### src/rtl/pingpong_frame_buf.sv
// pingpong_frame_buf: two-bank ping-pong frame buffer, valid/ready on both sides.
// The producer fills one bank with a whole frame while the consumer drains the other.
// Frames longer than a bank are truncated and flagged; their tail beats are discarded.
// Optional macro PP_FRAME_BUF_DROP_EN: a frame whose first beat arrives while the write
// bank is still occupied is accepted and discarded (drop_pulse on its last beat) instead
// of being backpressured.
module pingpong_frame_buf #(
  parameter int unsigned DATA_W = 8,
  parameter int unsigned ADDR_W = 4,
  parameter int unsigned DEPTH  = 2**ADDR_W
) (
  input  logic              clk,
  input  logic              rst_n,
  input  logic              flush,
  input  logic [DATA_W-1:0] s_data,
  input  logic              s_valid,
  input  logic              s_last,
  output logic              s_ready,
  output logic [DATA_W-1:0] m_data,
  output logic              m_valid,
  output logic              m_last,
  output logic              m_err,
  output logic [ADDR_W:0]   m_len,
  input  logic              m_ready,
  output logic [1:0]        bank_full,
  output logic              drop_pulse
);

  localparam int unsigned LEN_W = ADDR_W + 1;

  typedef enum logic [1:0] {
    ST_EMPTY    = 2'b00,
    ST_FILLING  = 2'b01,
    ST_FULL     = 2'b10,
    ST_DRAINING = 2'b11
  } bank_st_t;

  bank_st_t          r_bst [2];
  logic              r_wsel;
  logic              r_rsel;
  logic [ADDR_W-1:0] r_wcnt;
  logic [LEN_W-1:0]  r_rcnt;
  logic [LEN_W-1:0]  r_len [2];
  logic [1:0]        r_trunc;
  logic              r_disc;
  logic [DATA_W-1:0] r_mem [2][DEPTH];

  logic [DATA_W-1:0] r_m_data;
  logic              r_m_valid;
  logic              r_m_last;
  logic              r_m_err;
  logic [LEN_W-1:0]  r_m_len;

  logic w_wr_open;
  logic w_drop_cond;
  logic w_s_acc;
  logic w_wr;
  logic w_wr_close;
  logic w_rd_avail;
  logic w_rd_load;
  logic w_rd_final;

  // Write side: the writer may only enter an EMPTY bank or continue a FILLING one.
  assign w_wr_open  = (r_bst[r_wsel] == ST_EMPTY) || (r_bst[r_wsel] == ST_FILLING);
  assign s_ready    = r_disc || w_wr_open || w_drop_cond;
  assign w_s_acc    = s_valid && s_ready;
  assign w_wr       = w_s_acc && !r_disc && w_wr_open;
  assign w_wr_close = w_wr && (s_last || (r_wcnt == ADDR_W'(DEPTH - 1)));

  // Read side: load the output register whenever it is free or being consumed.
  assign w_rd_avail = ((r_bst[r_rsel] == ST_FULL) || (r_bst[r_rsel] == ST_DRAINING)) &&
                      (r_rcnt < r_len[r_rsel]);
  assign w_rd_load  = (!r_m_valid || m_ready) && w_rd_avail;
  assign w_rd_final = w_rd_load && ((r_rcnt + 1'b1) == r_len[r_rsel]);

  assign m_data    = r_m_data;
  assign m_valid   = r_m_valid;
  assign m_last    = r_m_last;
  assign m_err     = r_m_err;
  assign m_len     = r_m_len;
  assign bank_full = {(r_bst[1] == ST_FULL) || (r_bst[1] == ST_DRAINING),
                      (r_bst[0] == ST_FULL) || (r_bst[0] == ST_DRAINING)};

`ifdef PP_FRAME_BUF_DROP_EN
  logic r_drop;

  // A first beat hitting an occupied bank starts a whole-frame drop.
  assign w_drop_cond = !r_disc && !w_wr_open;
  assign drop_pulse  = w_s_acc && s_last && (w_drop_cond || (r_disc && r_drop));

  // Remembers that the current discard is a dropped frame rather than an overlength tail.
  always_ff @(posedge clk or negedge rst_n) begin
    if (!rst_n) begin
      r_drop <= 1'b0;
    end else if (flush) begin
      r_drop <= 1'b0;
    end else if (w_s_acc && w_drop_cond && !s_last) begin
      r_drop <= 1'b1;
    end else if (w_s_acc && r_disc && s_last) begin
      r_drop <= 1'b0;
    end
  end
`else
  assign w_drop_cond = 1'b0;
  assign drop_pulse  = 1'b0;
`endif

  // Frame storage; contents need no reset because bank states gate every read.
  always_ff @(posedge clk) begin
    if (w_wr) begin
      r_mem[r_wsel][r_wcnt] <= s_data;
    end
  end

  // Bank state machine, write/read pointers and the registered output stage.
  always_ff @(posedge clk or negedge rst_n) begin
    if (!rst_n) begin
      r_bst[0]  <= ST_EMPTY;
      r_bst[1]  <= ST_EMPTY;
      r_wsel    <= 1'b0;
      r_rsel    <= 1'b0;
      r_wcnt    <= '0;
      r_rcnt    <= '0;
      r_len[0]  <= '0;
      r_len[1]  <= '0;
      r_trunc   <= '0;
      r_disc    <= 1'b0;
      r_m_data  <= '0;
      r_m_valid <= 1'b0;
      r_m_last  <= 1'b0;
      r_m_err   <= 1'b0;
      r_m_len   <= '0;
    end else if (flush) begin
      r_bst[0]  <= ST_EMPTY;
      r_bst[1]  <= ST_EMPTY;
      r_wsel    <= 1'b0;
      r_rsel    <= 1'b0;
      r_wcnt    <= '0;
      r_rcnt    <= '0;
      r_len[0]  <= '0;
      r_len[1]  <= '0;
      r_trunc   <= '0;
      r_disc    <= 1'b0;
      r_m_data  <= '0;
      r_m_valid <= 1'b0;
      r_m_last  <= 1'b0;
      r_m_err   <= 1'b0;
      r_m_len   <= '0;
    end else begin
      // Writer: store a beat, or close the bank on s_last / bank capacity.
      if (w_wr) begin
        r_bst[r_wsel] <= ST_FILLING;
        r_wcnt        <= r_wcnt + 1'b1;
        if (w_wr_close) begin
          r_bst[r_wsel]   <= ST_FULL;
          r_len[r_wsel]   <= LEN_W'(r_wcnt) + LEN_W'(1);
          r_trunc[r_wsel] <= !s_last;
          r_wsel          <= !r_wsel;
          r_wcnt          <= '0;
          r_disc          <= !s_last;
        end
      end else if (w_s_acc) begin
        // Discarded beat: overlength tail or dropped frame, ends on s_last.
        r_disc <= !s_last;
      end

      // Reader: the bank being drained is never the one being written.
      if (w_rd_load) begin
        r_m_data  <= r_mem[r_rsel][r_rcnt[ADDR_W-1:0]];
        r_m_valid <= 1'b1;
        r_m_last  <= w_rd_final;
        r_m_err   <= w_rd_final && r_trunc[r_rsel];
        if (r_rcnt == '0) begin
          r_m_len <= r_len[r_rsel];
        end
        if (w_rd_final) begin
          r_bst[r_rsel] <= ST_EMPTY;
          r_rsel        <= !r_rsel;
          r_rcnt        <= '0;
        end else begin
          r_bst[r_rsel] <= ST_DRAINING;
          r_rcnt        <= r_rcnt + 1'b1;
        end
      end else if (m_ready) begin
        r_m_valid <= 1'b0;
      end
    end
  end

endmodule
### config.mk
export PLATFORM = sky130hd
export DESIGN_NAME = pingpong_frame_buf
export DESIGN_NICKNAME = d
export VERILOG_FILES = /design/src/rtl/pingpong_frame_buf.sv
export SDC_FILE = /design/constraint.sdc
export NUM_CORES = 1
export LEC_CHECK = 0
export ABC_AREA = 1
export CAP_MARGIN = 5
export CORE_AREA = 2 2 142 172
export CTS_CLUSTER_SIZE = 12
export DETAILED_ROUTE_END_ITERATION = 6
export DIE_AREA = 0 0 144 174
export PLACE_DENSITY_LB_ADDON = 0.15
export SETUP_SLACK_MARGIN = 0.02
export SLEW_MARGIN = 30
export SYNTH_ARGS = -nofsm -noshare
export SYNTH_HDL_FRONTEND = slang
export SYNTH_SLANG_ARGS = --single-unit
### constraint.sdc
create_clock -name clk -period 2.6 [get_ports clk]
set_input_delay 0.39 -clock clk [delete_from_list [all_inputs] [get_ports clk]]
set_output_delay 0.39 -clock clk [all_outputs]
set_load 0.01 [all_outputs]
==> flow_summary.ini, run 1 <==
[layout]
diodes = 0
n_fill_cell = 1880
area_delta_synth_final_pct = 14.6
instances_no_fill = 1566
layout_commonest_cell = edfxtp_1
fin_nets = 1247
mostFrequentLayoutCells = edfxtp_1 (256), nand2_1 (217), nor2_1 (203), o21ai_0 (113), inv_1 (67)
drive_above_1_share_pct = 10.2
final_area_um2 = 14500

[clock_tree]
cts_resized = 0
cts_tree = built
max-clock-path-buffers = 3
root_buffer = clkbuf_16
htree_levels = 1
clk_latency_ns = 0.55
cts_sinks = 298
cts_buffers = 30
post-cts-setup-buffers = 0
clk_pin_slew_ns = 0.06

[synth]
synth-main-ff-cell = edfxtp_1
synth_edf_count = 256
netlist_area_um2 = 12700
synth_fp_nets = 1173
ys_types = 33
ys_warn_count = 0
ys_ff_latch = 298
synth.yosys.seq_area_share_pct = 69.0
syn_inst = 1148
synth_area_per_cell_um2 = 11.0
synthArstFlopShare_pct = 14.1

[placed_design]
io_buffer_count = 32
dpl-instance-area_um2 = 13600
dp_hpwl_mm = 19.3
place.gp.congestion = 0.884
placed_cells = 1509

[setup_path]
regToRegEndpoint = r_rcnt[4]
cp_slowest_stage_delay_ns = 0.59
worstPathArrival_ns = 2.81
crit_type = reg -> reg
rr_worst_depth = 11
ff2ff_setup_slack_ns = 0.26
cp_max_fo = 24
worst_setup_path_start_kind = flip-flop
crit_chain = o21ai_1, inv_1, ha_1, nand2_1, inv_1, nand2_1, and2_1, nand4_4, nor2_4, nand4_1, o21ai_0
worstPathRequired_ns = 3.07
slowest_stage = dfrtp_4
crit-reg2reg-launch = r_rsel
crit_path_end_kind = flip-flop

[die]
dieHeight_um = 174
start_util_pct = 53.9
die_w_um = 144
coreArea_um2 = 23500
dieArea_um2 = 25100
ios = 34
core.rowCount = 62

[timing]
fmax_mhz = 427
final.setup_skew_ns = 0.0104
min_period_ns = 2.34
rsz0062_at_grt = false
worst_pin_slew_ns = 0.722
final_max_slew_viol_count = 0
fin_crit_sh_pct = 90.2
finalSetupTns_ns = 0
report.final.hold_viol_count = 0
setup_viol = 0
whs_ns = 0.418
max_slew_margin_pct = 51.9

[route]
drt-total-wl_mm = 30.5
viasPerCell = 5.52
first_pass_iters = 5
postRouteAntennaNets = 0
wl_per_cell_um = 19.5
drc = 0
drtIter0Drc = 704
vias = 8649

[grt]
antenna_found_initial = 0
grt_pass1_vias = 8232
grt_first_pass_wirelength_mm = 46.5
grt.total_usage_pct = 24.6
grt_overflow_total = 0
grt_max_degree = 70

[worst_hold_path]
hold_class = in -> async

[run_status]
status = finished clean

[run]
max-cap-violations = 0

[power_and_ir_drop]
ir_worst_vdd_mv = 0.595
p_per_area_nw_per_um2 = 659
power_leakage_nw = 5.41
power_mw = 9.56
## worst max-delay path by stage
stage / end / start
after floorplan: r_bst[1] / r_rcnt[1]
after global placement: r_mem[1][118] / s_valid
after detailed placement: r_mem[0][82] / s_valid
after CTS: s_ready / r_bst[1]
after global routing: m_data[4] / r_rsel
final: r_rcnt[4] / r_rsel
## critical path, delay by kind of cell (launching register included)
family,cells,cell delay [ns]
AOI/OAI and AO/OA,2,0.32
adders and majority gates,1,0.30
buffers and inverters,2,0.14
DFF,1,0.59
and+or+nand+nor,6,0.90
## metal layers
| layer | routed length (um) | up-vias | track usage [%] |
|---|---|---|---|
| met5 | 0 | - | 0 |
| met4 | 716 | 0 | 6.62 |
| met3 | 2060 | 45 | 3.61 |
| met2 | 15200 | 319 | 41.0 |
| met1 | 12500 | 4189 | 33.9 |
| li1 | - | 4096 | - |
## synth_stat cells, types with 4 or more instances
master,n,area [um^2]
dfrtp_1,42,1050
clkinv_1,4,15.0
o211ai_1,34,255
o22ai_1,21,131
o21ai_1,23,115
or2_2,8,50.1
clkbuf_1,25,93.8
o21ai_0,113,566
edfxtp_1,256,7690
buf_2,15,75.1
buf_4,13,97.6
nand2_1,217,815
ha_1,11,138
nor2_1,203,762
a21oi_1,20,100
inv_1,67,251
inv_2,4,15.0
nand3_1,47,235
## report_power, final
group | switching, mW | internal (mW) | total, mW
Combinational | 0.269 | 0.113 | 0.382
Sequential | 0.0187 | 5.23 | 5.25
Clock | 1.70 | 2.23 | 3.93
## cell type report
cell class                 instances  area, um^2  area share, %
clock buffer                      50         857           5.91
sequential                       298        8740           60.3
clock inverter                     6        31.3          0.216
multi-input combinational        718        3340           23.0
tap                              320         400           2.76
inverter                          75         283           1.95
timing repair buffer              99         846           5.83
## through the flow
| stage | setup WS, ns | utilization (%) |
|---|---|---|
| floorplan | 0.458 | - |
| global placement | 0.161 | 57.9 |
| detailed placement | 0.164 | 57.9 |
| CTS | 0.245 | 61.7 |
| global route | 0.0843 | 61.7 |
| finish | 0.256 | 61.7 |
## what timing repair did
action,CTS,global route
hold endpoints to repair,29,0
setup endpoints to repair,0,0
hold buffers,1,0
## flip-flops by register name (all words and copies together), names as in the netlist, 2 cells and up
signal   cells
r_trunc      2
r_mem      256
m_data       8
r_len       10
r_wcnt       4
m_len        5
r_bst        2
r_rcnt       5
## cells by family after synthesis
kind of cell	after synthesis	synth area share, %
adders and majority gates	11	1.09
DFF	298	69.0
buffers and inverters	132	4.57
AOI/OAI and AO/OA	213	9.34
other	1	0.0296
xor gates and xnor gates	2	0.138
and+or+nand+nor	491	15.8
Power figures use the tool's default switching activity.
==> inputs of run 2 (changes only) <==
CORE_AREA = 2 2 191 231   (was 2 2 142 172)
DIE_AREA = 0 0 193 233   (was 0 0 144 174)
clock period = 2.1 ns   (was 2.6 ns; I/O delays follow)
==> run 2 against run 1 <==
  * The run now ends with negative setup slack left
  * Design area up 6.8%
  * Cell count up 18%
  * Critical endpoint is now m_data[3]
  * Highest routed layer unchanged
  * Register-to-register slack worse by 0.29 ns
  * Power up 26%
  * Non-clock buffer count up 53
  * Via count up 0.18%
  * Maximum frequency up 10%
==> flow_summary.ini, run 2 (synthesized netlist as in run 1, its figures left out) <==
[run_status]
status = complete, but fails checks
violations = negative setup slack

[timing]
report.final.hold_viol_count = 0
fin_crit_sh_pct = 101
fmax_mhz = 470
max_slew_margin_pct = 66.3
whs_ns = 0.248
finalSetupTns_ns = -0.234
min_period_ns = 2.13
final_max_slew_viol_count = 0
final.setup_skew_ns = 0.00912
setup_viol = 14
worst_pin_slew_ns = 0.506
rsz0062_at_grt = true
worst_slack_ns = -0.0297

[setup_path]
regToRegEndpoint = m_data[3]
worstPathArrival_ns = 2.63
crit_path_end_kind = flip-flop
crit_top_cell = nand2_1
worstPathRequired_ns = 2.60
crit_chain = nand2_1, o21ai_4, inv_1, ha_4, nand2_1, inv_1, nand2_1, and2_4, nand4_4, nor2_4, buf_12, nand3_1, nand2_1
crit_type = reg -> reg
cp_max_fo = 13
worst_setup_path_start_kind = flip-flop
ff2ff_setup_slack_ns = -0.03
slowest_stage = dfrtp_4
rr_worst_depth = 13
cp_slowest_stage_delay_ns = 0.53
crit-reg2reg-launch = r_rsel

[placed_design]
dp_slack_ns = -0.293
io_buffer_count = 32
place.gp.congestion = 0.841
dp_hpwl_mm = 23.4

[clock_tree]
cts_tree = built
clk_latency_ns = 0.56
root_buffer = clkbuf_16
max-clock-path-buffers = 3
htree_levels = 1
clk_pin_slew_ns = 0.06
cts_sinks = 298
cts_buffers = 31

[power_and_ir_drop]
ir_worst_vdd_mv = 0.578
p_per_area_nw_per_um2 = 775
power_leakage_nw = 5.75

[grt]
antenna_found_initial = 0
grt_first_pass_wirelength_mm = 55.0
grt_overflow_total = 0
grt_pass1_vias = 8774
grt_max_degree = 65
grt.total_usage_pct = 16.4

[worst_hold_path]
hold_class = in -> async

[route]
first_pass_iters = 5
wl_per_cell_um = 19.6
postRouteAntennaNets = 0
viasPerCell = 4.70
vias = 8665
drc = 0
drtIter0Drc = 605
drt-total-wl_mm = 36.2

[layout]
layout_commonest_cell = edfxtp_1
fin_nets = 1301
drive_above_1_share_pct = 17.0
diodes = 0
largest_reg_flops = 256
mostFrequentLayoutCells = edfxtp_1 (256), nor2_1 (201), nand2_1 (194), o21ai_0 (104), buf_4 (103)
area_delta_synth_final_pct = 22.4
top_register = r_mem

[die]
coreArea_um2 = 42600
die_w_um = 193
dieArea_um2 = 45000
core.rowCount = 83
ios = 34
dieHeight_um = 233
start_util_pct = 29.7

[run]
max-cap-violations = 0
## run 2: changes by cell type in the layout (fill, tap and decap cells not counted), sizes merged
cell,change
buf,+52
clkbuf,-11
clkinv,+5
bufbuf,+1
bufinv,+1
clkdlybuf4s50,-1
## run 2: area by class of cell
type	count	area (um^2)
Clock buffer	38	802
Clock inverter	12	77.6
Fill cell	4230	27100
Inverter	75	290
Multi-Input combinational cell	718	3500
Sequential cell	298	8740
Tap cell	552	691
Timing Repair Buffer	152	1390
## run 2: power breakdown
part           leakage (nW)  switching, mW  total [mW]  internal, mW
registers              2.88         0.0211        6.49          6.47
logic                  2.44          0.376       0.555         0.179
clock network         0.433           2.18        4.96          2.78
total                  5.75           2.58        12.0          9.43
## run 2: layer usage
metal	vias to the layer above	wire, um	share of wire (%)	global-route usage, %
li1	4196	-	-	-
met1	4263	15900	44	21.7
met2	159	18200	50	28.8
met3	47	1330	3.7	1.79
met4	0	729	2.0	4.00
met5	-	0	0	0
## run 2: how the worst max path moves through the flow
stage / endpoint / cells after the start / slack (ns) / startpoint
final: m_data[3] / 13 / -0.03 / r_rsel
after CTS: m_data[3] / 13 / -0.03 / r_rsel
after global routing: r_rcnt[4] / 13 / -0.15 / r_rsel
after global placement: m_data[4] / 10 / -0.31 / r_rsel
after floorplan: r_bst[1] / 14 / 0.02 / r_rsel
after detailed placement: m_data[4] / 10 / -0.29 / r_rsel
## run 2: timing repair
action,in CTS,in global routing
setup endpoints to repair,24,32
buffers inserted,7,1
endpoints found under the hold margin,17,0
cloned,1,0
gates resized for setup,24,44
pin swaps,6,6
hold buffers,1,0
## run 2: critical path, delay by kind of cell, from the launching register on
| kind | cells | cell delay (ns) |
|---|---|---|
| adder cells (fa/ha/maj) | 1 | 0.22 |
| AO/OA/AOI/OAI | 1 | 0.08 |
| flip-flops | 1 | 0.53 |
| buffers and inverters | 3 | 0.31 |
| AND/OR/NAND/NOR | 8 | 0.92 |
## run 2: metrics by stage
step | std cells | instance area [um^2] | power [mW] | utilization (%)
2_1_floorplan | 1148 | 12700 | 6.83 | -
3_3_place_gp | 1785 | 14300 | 7.17 | 33.6
3_5_place_dp | 1785 | 14300 | 7.17 | 33.6
4_1_cts | 1844 | 15400 | 12.2 | 36.1
5_1_grt | 1845 | 15500 | 12.5 | 36.4
6_report | 1845 | 15500 | 12.0 | 36.4
